--- config.mk ---
export PLATFORM = sky130hd
export DESIGN_NAME = bi_shift_ctrl
export DESIGN_NICKNAME = d
export VERILOG_FILES = /design/src/rtl/bi_shift_ctrl.sv
export SDC_FILE = /design/constraint.sdc
export NUM_CORES = 1
export LEC_CHECK = 0
export ABC_AREA = 1
export CAP_MARGIN = 20
export CORE_UTILIZATION = 56
export DETAILED_ROUTE_END_ITERATION = 12
export HOLD_SLACK_MARGIN = 0.06
export PLACE_DENSITY = 0.86
export SLEW_MARGIN = 0
export SYNTH_ARGS = -nofsm -noshare
export SYNTH_HDL_FRONTEND = slang
export SYNTH_SLANG_ARGS = --single-unit
--- constraint.sdc ---
create_clock -name clk -period 4.05 [get_ports clk]
set_clock_uncertainty 0.1 [all_clocks]
set_input_delay 1.0125 -clock clk [delete_from_list [all_inputs] [get_ports clk]]
set_output_delay 1.0125 -clock clk [all_outputs]
set_load 0.01 [all_outputs]
--- src/rtl/bi_shift_ctrl.sv ---
// Bidirectional serial shift sequencer: parallel word in, WIDTH prescaled shift ticks, captured word out.
// Optional BI_SHIFT_PARITY_EN adds a trailing even-parity tick and a received-parity error flag.
module bi_shift_ctrl #(
    parameter int WIDTH = 4,
    parameter int DIVW  = 8
) (
    input  logic             clk,
    input  logic             reset,
    input  logic             start_valid,
    output logic             start_ready,
    input  logic [WIDTH-1:0] tx_data,
    input  logic             dir,
    input  logic [DIVW-1:0]  div,
    input  logic             abort,
    input  logic             ser_in,
    output logic             ser_out,
    output logic             shift_en,
    output logic             busy,
    output logic [WIDTH-1:0] rx_data,
    output logic             rx_valid,
    input  logic             rx_ready,
    output logic             rx_perr
);
    localparam int CW = $clog2(WIDTH + 1);

    typedef enum logic [1:0] {IDLE, SHIFT, DONE} state_t;

    state_t           state_q, state_d;
    logic [WIDTH-1:0] shreg_q, shreg_d;
    logic [WIDTH-1:0] rx_data_q, rx_data_d;
    logic [CW-1:0]    bitcnt_q, bitcnt_d;
    logic [DIVW-1:0]  presc_q, presc_d;
    logic [DIVW-1:0]  div_q, div_d;
    logic             dir_q, dir_d;
    logic             rx_valid_q, rx_valid_d;
    logic             tick;
    logic [WIDTH-1:0] shifted;
`ifdef BI_SHIFT_PARITY_EN
    logic             par_q, par_d;
    logic             rx_perr_q, rx_perr_d;
    logic             par_tick;
`endif

    assign tick    = (presc_q == div_q);
    assign shifted = dir_q ? {ser_in, shreg_q[WIDTH-1:1]} : {shreg_q[WIDTH-2:0], ser_in};
`ifdef BI_SHIFT_PARITY_EN
    assign par_tick = (bitcnt_q == CW'(WIDTH));
`endif

    always_comb begin
        state_d    = state_q;
        shreg_d    = shreg_q;
        rx_data_d  = rx_data_q;
        bitcnt_d   = bitcnt_q;
        presc_d    = presc_q;
        div_d      = div_q;
        dir_d      = dir_q;
        rx_valid_d = rx_valid_q;
`ifdef BI_SHIFT_PARITY_EN
        par_d      = par_q;
        rx_perr_d  = rx_perr_q;
`endif
        case (state_q)
            IDLE: begin
                // abort outranks a start request in the same cycle
                if (start_valid && !abort) begin
                    shreg_d  = tx_data;
                    dir_d    = dir;
                    div_d    = div;
                    bitcnt_d = '0;
                    presc_d  = '0;
                    state_d  = SHIFT;
`ifdef BI_SHIFT_PARITY_EN
                    par_d    = ^tx_data;
`endif
                end
            end
            SHIFT: begin
                if (abort) begin
                    state_d    = IDLE;
                    rx_valid_d = 1'b0;
                end else if (!tick) begin
                    presc_d = presc_q + DIVW'(1);
                end else begin
                    presc_d = '0;
`ifdef BI_SHIFT_PARITY_EN
                    if (par_tick) begin
                        // parity tick: register holds still, ser_in is the far end's parity
                        state_d    = DONE;
                        rx_valid_d = 1'b1;
                        rx_data_d  = shreg_q;
                        rx_perr_d  = ser_in ^ (^shreg_q);
                    end else begin
                        shreg_d  = shifted;
                        bitcnt_d = bitcnt_q + CW'(1);
                    end
`else
                    shreg_d  = shifted;
                    bitcnt_d = bitcnt_q + CW'(1);
                    if (bitcnt_q == CW'(WIDTH - 1)) begin
                        state_d    = DONE;
                        rx_valid_d = 1'b1;
                        rx_data_d  = shifted;
                    end
`endif
                end
            end
            DONE: begin
                if (abort || rx_ready) begin
                    state_d    = IDLE;
                    rx_valid_d = 1'b0;
                end
            end
            default: state_d = IDLE;
        endcase
    end

    always_ff @(posedge clk or negedge reset) begin
        if (!reset) begin
            state_q    <= IDLE;
            shreg_q    <= '0;
            rx_data_q  <= '0;
            bitcnt_q   <= '0;
            presc_q    <= '0;
            div_q      <= '0;
            dir_q      <= 1'b0;
            rx_valid_q <= 1'b0;
`ifdef BI_SHIFT_PARITY_EN
            par_q      <= 1'b0;
            rx_perr_q  <= 1'b0;
`endif
        end else begin
            state_q    <= state_d;
            shreg_q    <= shreg_d;
            rx_data_q  <= rx_data_d;
            bitcnt_q   <= bitcnt_d;
            presc_q    <= presc_d;
            div_q      <= div_d;
            dir_q      <= dir_d;
            rx_valid_q <= rx_valid_d;
`ifdef BI_SHIFT_PARITY_EN
            par_q      <= par_d;
            rx_perr_q  <= rx_perr_d;
`endif
        end
    end

    always_comb begin
        ser_out = 1'b0;
        if (state_q == SHIFT) begin
`ifdef BI_SHIFT_PARITY_EN
            ser_out = par_tick ? par_q : (dir_q ? shreg_q[0] : shreg_q[WIDTH-1]);
`else
            ser_out = dir_q ? shreg_q[0] : shreg_q[WIDTH-1];
`endif
        end
    end

    assign shift_en    = (state_q == SHIFT) && tick && !abort;
    assign start_ready = (state_q == IDLE);
    assign busy        = (state_q != IDLE);
    assign rx_data     = rx_data_q;
    assign rx_valid    = rx_valid_q;
`ifdef BI_SHIFT_PARITY_EN
    assign rx_perr     = rx_perr_q;
`else
    assign rx_perr     = 1'b0;
`endif

endmodule

==> results of run 1 <==
==> critical path: stages <==
cell	delay (ps)
clkdlybuf4s50_1	540
inv_2	100
nand2_4	100
clkinv_2	80
nand3_4	100
clkinv_2	120
clkdlybuf4s50_1	500
==> stage by stage <==
| stage | hold slack (ps) | area [µm²] | total power [mW] |
|---|---|---|---|
| 2_1_floorplan | 346 | 1680 | 0.712 |
| 3_3_place_gp | 359 | 1960 | 0.795 |
| 6_report | 381 | 2030 | 1.01 |
| 5_1_grt | 419 | 2030 | 1.09 |
| 4_1_cts | 380 | 2030 | 1.02 |
| 3_5_place_dp | 358 | 1960 | 0.814 |
==> logic make-up after synthesis <==
| logic type | count (synthesis) |
|---|---|
| flops | 31 |
| fa+ha+maj | 3 |
| buf+inv | 20 |
| other cells | 1 |
| xor+xnor | 8 |
| mux | 11 |
| compound gates | 22 |
| simple gates | 88 |
==> metal layers <==
layer | GRT usage | vias up
li1 | - | 656
met1 | 0.281 | 629
met2 | 0.410 | 26
met3 | 0.0415 | 9
met4 | 0.115 | 0
met5 | 0 | -
==> worst paths after layout <==
kind / end / cells after the start
worst max-delay path: shift_en / 7
worst min-delay path: rx_data[1] / 2
worst max register to register: shreg_q[0] / 6
worst min register to register: rx_data[1] / 2
max in group asynchronous: div_q[1] / 2
min in group asynchronous: presc_q[4] / 2
==> sequential cells by signal (all words and copies together), names as in the netlist <==
register / cells
div_q: 8
presc_q: 8
rx_data: 4
shreg_q: 4
bitcnt_q: 3
state_q: 2
dir_q: 1
rx_valid: 1
==> cell usage in the layout (no fill, tap or decap), drive strengths merged, types with 7 or more instances in the layout <==
cell type / synthesis / layout
o21ai: 14 / 14
nand2: 51 / 51
nand3: 10 / 10
mux2: 7 / 7
inv: 14 / 14
nor2: 19 / 19
clkdlybuf4s50: 0 / 27
clkbuf: 0 / 8
dfrtp: 31 / 31
==> power groups by stage <==
stage	Clock [mW]	Sequential [mW]	Combinational [mW]
after global placement	0	0.458	0.336
after detailed placement	0	0.465	0.349
after CTS	0.208	0.459	0.351
after global routing	0.221	0.469	0.397
final	0.206	0.461	0.347
after floorplan	0	0.443	0.269
==> layout make-up <==
| type | instances | area share |
|---|---|---|
| Timing Repair Buffer | 28 | 0.137 |
| Sequential cell | 31 | 0.382 |
| Multi-Input combinational cell | 133 | 0.397 |
| Clock buffer | 8 | 0.0339 |
| Inverter | 16 | 0.0308 |
| Tap cell | 31 | 0.0191 |
==> results.py, run 1 <==
metrics = {
    "yosys": {
        "yosysWarnings": 0,
        "synth_commonest_cells": "nand2_1 (46), dfrtp_1 (31), nor2_1 (15)",
        "synth-simple-area-share": 0.258,
        "synth_edf_count": 0,
        "synth_cell_types": 33,
        "synth-xor-area-share": 0.0418,
        "synth_compound_area_frac": 0.0843,
        "synth.area.top_cells": "dfrtp_1 (46%), nand2_1 (10%), mux2_2 (4.7%)",
        "yosysTopAreaCell": "dfrtp_1",
        "avgSynthCellArea_um2": 9.12,
        "synth_cells": 184,
        "ys_ff_latch": 31,
        "synth_top_family_by_area": "simple AND/OR/NAND/NOR gates",
        "synth_most_common_cell": "nand2_1",
        "synth_adder_area_share": 0.0224,
        "synthFlopType": "dfrtp_1",
        "synth_mux_area_frac": 0.0708,
        "mappedNetlistArea_um2": 1680,
        "ys_seq_area_frac": 0.462,
        "ys_async_sr_fraction": 1.00,
        "synth_top_cell_area_share": 0.462,
        "synth_fp_nets": 206,
    },
    "grt": {
        "grt_pass1_vias": 1299,
        "grt_pass1_wl_um": 5660,
        "overflow": 0,
        "grt_max_degree": 32,
        "antenna_found_initial": 0,
        "grt_usage": 0.236,
    },
    "clock_network": {
        "htree_levels": 2,
        "post_cts_buffers": 0,
        "clock_path_buffers": 2,
        "cts_made_buffers": 5,
        "cts_resized": 0,
        "cts_hold_buf": 0,
        "cts_tree": "yes",
        "cts_root_buf": "clkbuf_4",
        "clkTransAtPathRegs_ps": 90,
        "worstSkewPairLatency_ps": 330,
        "cts.sinks": 31,
    },
    "timing": {
        "fin_crit_ps": 3680,
        "slew_viol_final": 0,
        "clock.fmax_mhz": 272,
        "finalSetupViolations": 0,
        "hold_viol": 0,
        "setup_ws_ps": 371,
        "fin_crit_sh": 0.908,
        "finalSetupTns_ps": 0,
        "rsz0062_at_grt": "no",
    },
    "layout": {
        "area_growth_pct": 20.9,
        "fillerInstances": 216,
        "multi_input_area_um2": 805,
        "nets": 237,
        "drive_gt1_frac": 0.181,
        "regArea_um2": 776,
        "final_cell_count_no_fill": 247,
        "diodes": 0,
        "finalCoreUtilization": 0.723,
    },
    "floorplanning": {
        "initial_utilization": 0.598,
        "die_w_um": 56.7,
        "core_area_um2": 2810,
        "rows": 19,
        "die_h_um": 56.7,
        "die_area_um2": 3220,
        "boundaryPins": 29,
    },
    "setup_path": {
        "crit_fanout": 7,
        "arrival_ps": 2570,
        "crit_path_start": "abort",
        "rrSetupSlack_ps": 2380,
        "setup.worst_path.class": "input port to output pin",
        "reg2reg_from": "state_q[1]",
        "crit_required_ps": 2940,
        "start_kind": "input port",
        "end_kind": "output pin",
    },
    "routing": {
        "wire_per_inst_um": 13.3,
        "ant_nets": 0,
        "avgViaCountPerCell": 5.34,
        "wl_met3_um": 125,
        "highest_layer": "met4",
        "finalWirelength_um": 3280,
        "wl_met1_um": 1340,
        "met2_length_um": 1740,
        "post-route-drc-count": 4,
        "dr.pass1.iters": 9,
        "dr.first_iter.drc_count": 50,
        "via_count": 1320,
    },
    "placement": {
        "dp.cells": 239,
        "place_hpwl_um": 2490,
        "numPortBuffers": 27,
        "place_ws_ps": 385,
        "place.gp.congestion": 0.828,
    },
    "run_status": {
        "failed_checks": "DRC",
        "status": "finished with violations",
    },
    "pwr": {
        "internal_power_mw": 0.654,
        "p_seq_frac": 0.455,
        "p_clk_frac": 0.203,
        "p_sw_frac": 0.355,
        "power_switching_mw": 0.360,
        "power_density_nw_per_um2": 500,
        "pwr-share-comb": 0.342,
        "peakVddDrop_uv": 403,
        "p_leak_nw": 0.955,
    },
    "min_path": {
        "hold_class": "flip-flop to flip-flop",
        "min_from": "rx_data[1]",
    },
    "run": {
        "cap_violations": 0,
    },
}
Note: power is estimated with default switching activity, not from simulation.
==> run 2, diff against run 1 <==
- CORE_UTILIZATION: 56 -> 55
- PLACE_DENSITY: 0.86 -> 0.85
==> run 2 against run 1 <==
The flow still finishes with violations (DRC). Combinational power up 1%. Highest routed layer unchanged. Register-to-register slack got worse by 40 ps. Count of clock-buffer cells in the layout fell by 1. Utilization decreased by 1.3 points. Via count down 0.61%. Worst setup slack worse by 4.9 ps. Non-clock buffer count unchanged. Clock power shrank 21%. Fmax decreased by 0.13%. Hold slack gained 0.68 ps. Sequential share of layout area grew 0.36 points. Wire length rose by 4.5%.
==> results.py, run 2 (same netlist as run 1, synthesis figures left out) <==
metrics = {
    "clock_network": {
        "cts_tree": "yes",
        "cts_root_buf": "clkbuf_4",
        "cts.sinks": 31,
        "clkTransAtPathRegs_ps": 90,
        "htree_levels": 2,
        "cts_hold_buf": 0,
        "post_cts_buffers": 0,
        "cts_made_buffers": 5,
        "worstSkewPairLatency_ps": 310,
        "cts_resized": 0,
        "clock_path_buffers": 2,
    },
    "min_path": {
        "min_from": "rx_data[3]",
        "hold_class": "flip-flop to flip-flop",
    },
    "pwr": {
        "power_switching_mw": 0.355,
        "peakVddDrop_uv": 263,
        "power_density_nw_per_um2": 485,
        "pwr-share-comb": 0.361,
        "internal_power_mw": 0.620,
        "p_leak_nw": 0.946,
        "p_clk_frac": 0.167,
        "p_sw_frac": 0.364,
        "p_seq_frac": 0.472,
    },
    "setup_path": {
        "regToRegEndpoint": "shreg_q[0]",
        "crit_required_ps": 2940,
        "crit_chain": "clkdlybuf4s50_1 > inv_2 > nand2_4 > clkinv_2 > nand3_4 > clkinv_2 > clkdlybuf4s50_1",
        "setup.worst_path.class": "input port to output pin",
        "rrSetupSlack_ps": 2340,
        "end_kind": "output pin",
        "reg2reg_from": "state_q[1]",
        "crit_fanout": 7,
        "max_stage_delay_ps": 540,
        "cp_slowest_cell": "clkdlybuf4s50_1",
        "start_kind": "input port",
        "crit_path_start": "abort",
        "worstRegToRegCells": 6,
        "arrival_ps": 2570,
        "critPathCapture": "shift_en",
    },
    "routing": {
        "dr.pass1.iters": 10,
        "post-route-drc-count": 3,
        "dr.first_iter.drc_count": 28,
        "via_count": 1312,
        "avgViaCountPerCell": 5.31,
        "wire_per_inst_um": 13.9,
        "ant_nets": 0,
        "finalWirelength_um": 3430,
    },
    "grt": {
        "grt_usage": 0.236,
        "antenna_found_initial": 0,
        "grt_pass1_wl_um": 5780,
        "grt_max_degree": 32,
        "overflow": 0,
        "grt_pass1_vias": 1348,
    },
    "floorplanning": {
        "core_area_um2": 2830,
        "boundaryPins": 29,
        "die_w_um": 57.2,
        "die_area_um2": 3280,
        "initial_utilization": 0.593,
        "rows": 19,
        "die_h_um": 57.2,
    },
    "placement": {
        "place_hpwl_um": 2700,
        "dp.cells": 239,
        "place.gp.congestion": 0.896,
        "numPortBuffers": 27,
        "place_area_um2": 1960,
        "place_ws_ps": 369,
    },
    "layout": {
        "fillerInstances": 215,
        "final_cell_count_no_fill": 247,
        "diodes": 0,
        "final_cell_mix": "nand2_1 (46), dfrtp_1 (31), clkdlybuf4s50_1 (27)",
        "drive_gt1_frac": 0.176,
        "area_growth_pct": 19.8,
        "design_area_um2": 2010,
        "reg_top3": "div_q x8, presc_q x8",
        "nets": 237,
        "final_common_cell": "nand2_1",
    },
    "timing": {
        "hold_viol": 0,
        "fin_crit_sh": 0.910,
        "fin_crit_ps": 3680,
        "rsz0062_at_grt": "no",
        "clock.fmax_mhz": 271,
        "setup_ws_ps": 366,
        "finalSetupTns_ps": 0,
        "slew_viol_final": 0,
        "finalSetupViolations": 0,
    },
    "run_status": {
        "status": "finished with violations",
        "failed_checks": "DRC",
    },
    "run": {
        "cap_violations": 0,
    },
}
[run 2: cell types whose count changed in the layout (fill, tap and decap cells not counted), sizes merged]
| cell | change |
|---|---|
| clkbuf | -1 |
| clkinv | +1 |
[run 2: how the worst min path moves through the flow]
stage,cells past startpoint,end,slack (ps)
after detailed placement,2,rx_data[3],360
final,2,rx_data[3],380
after CTS,2,rx_data[3],390
after global placement,2,rx_data[3],360
after floorplan,2,bitcnt_q[1],350
after global routing,2,rx_data[0],420
[run 2: stage by stage]
stage / util / total power [mW] / hold slack (ps)
after CTS: 0.710 / 0.983 / 385
after global routing: 0.710 / 1.05 / 424
final: 0.710 / 0.975 / 382
after detailed placement: 0.693 / 0.819 / 362
after global placement: 0.693 / 0.792 / 358
after floorplan: - / 0.712 / 346
[run 2: final cells by class]
cell class	instances	area, µm²	share of cell area
inverters	16	62.6	0.0311
flip-flops and latches	31	776	0.386
clock buffers	7	45.0	0.0224
repair buffers	28	278	0.138
well taps	31	38.8	0.0193
multi-input cells	133	805	0.400
clock inverters	1	5.00	0.00249
[run 2: worst max-delay path, delay by kind of cell]
family | cells | cell delay (ps)
buf+inv | 5 | 1360
simple gates | 2 | 210
[run 2: power by group through the flow]
stage | registers (mW) | logic, mW | clock network, mW
5_1_grt | 0.470 | 0.394 | 0.183
4_1_cts | 0.459 | 0.355 | 0.169
3_3_place_gp | 0.458 | 0.334 | 0
2_1_floorplan | 0.443 | 0.269 | 0
6_report | 0.460 | 0.352 | 0.163
3_5_place_dp | 0.466 | 0.353 | 0
[run 2: metal layers]
layer,vias to the layer above,routed length (µm),GRT usage
li1,655,-,-
met1,616,1420,0.271
met2,35,1800,0.424
met3,6,145,0.0567
met4,0,61,0.0941
met5,-,0,0
==> run 3, diff against run 2 <==
- SLEW_MARGIN: 0 -> 20
==> results of run 3 <==
No change in the layout: final DEF, timing and power equal those of run 2.
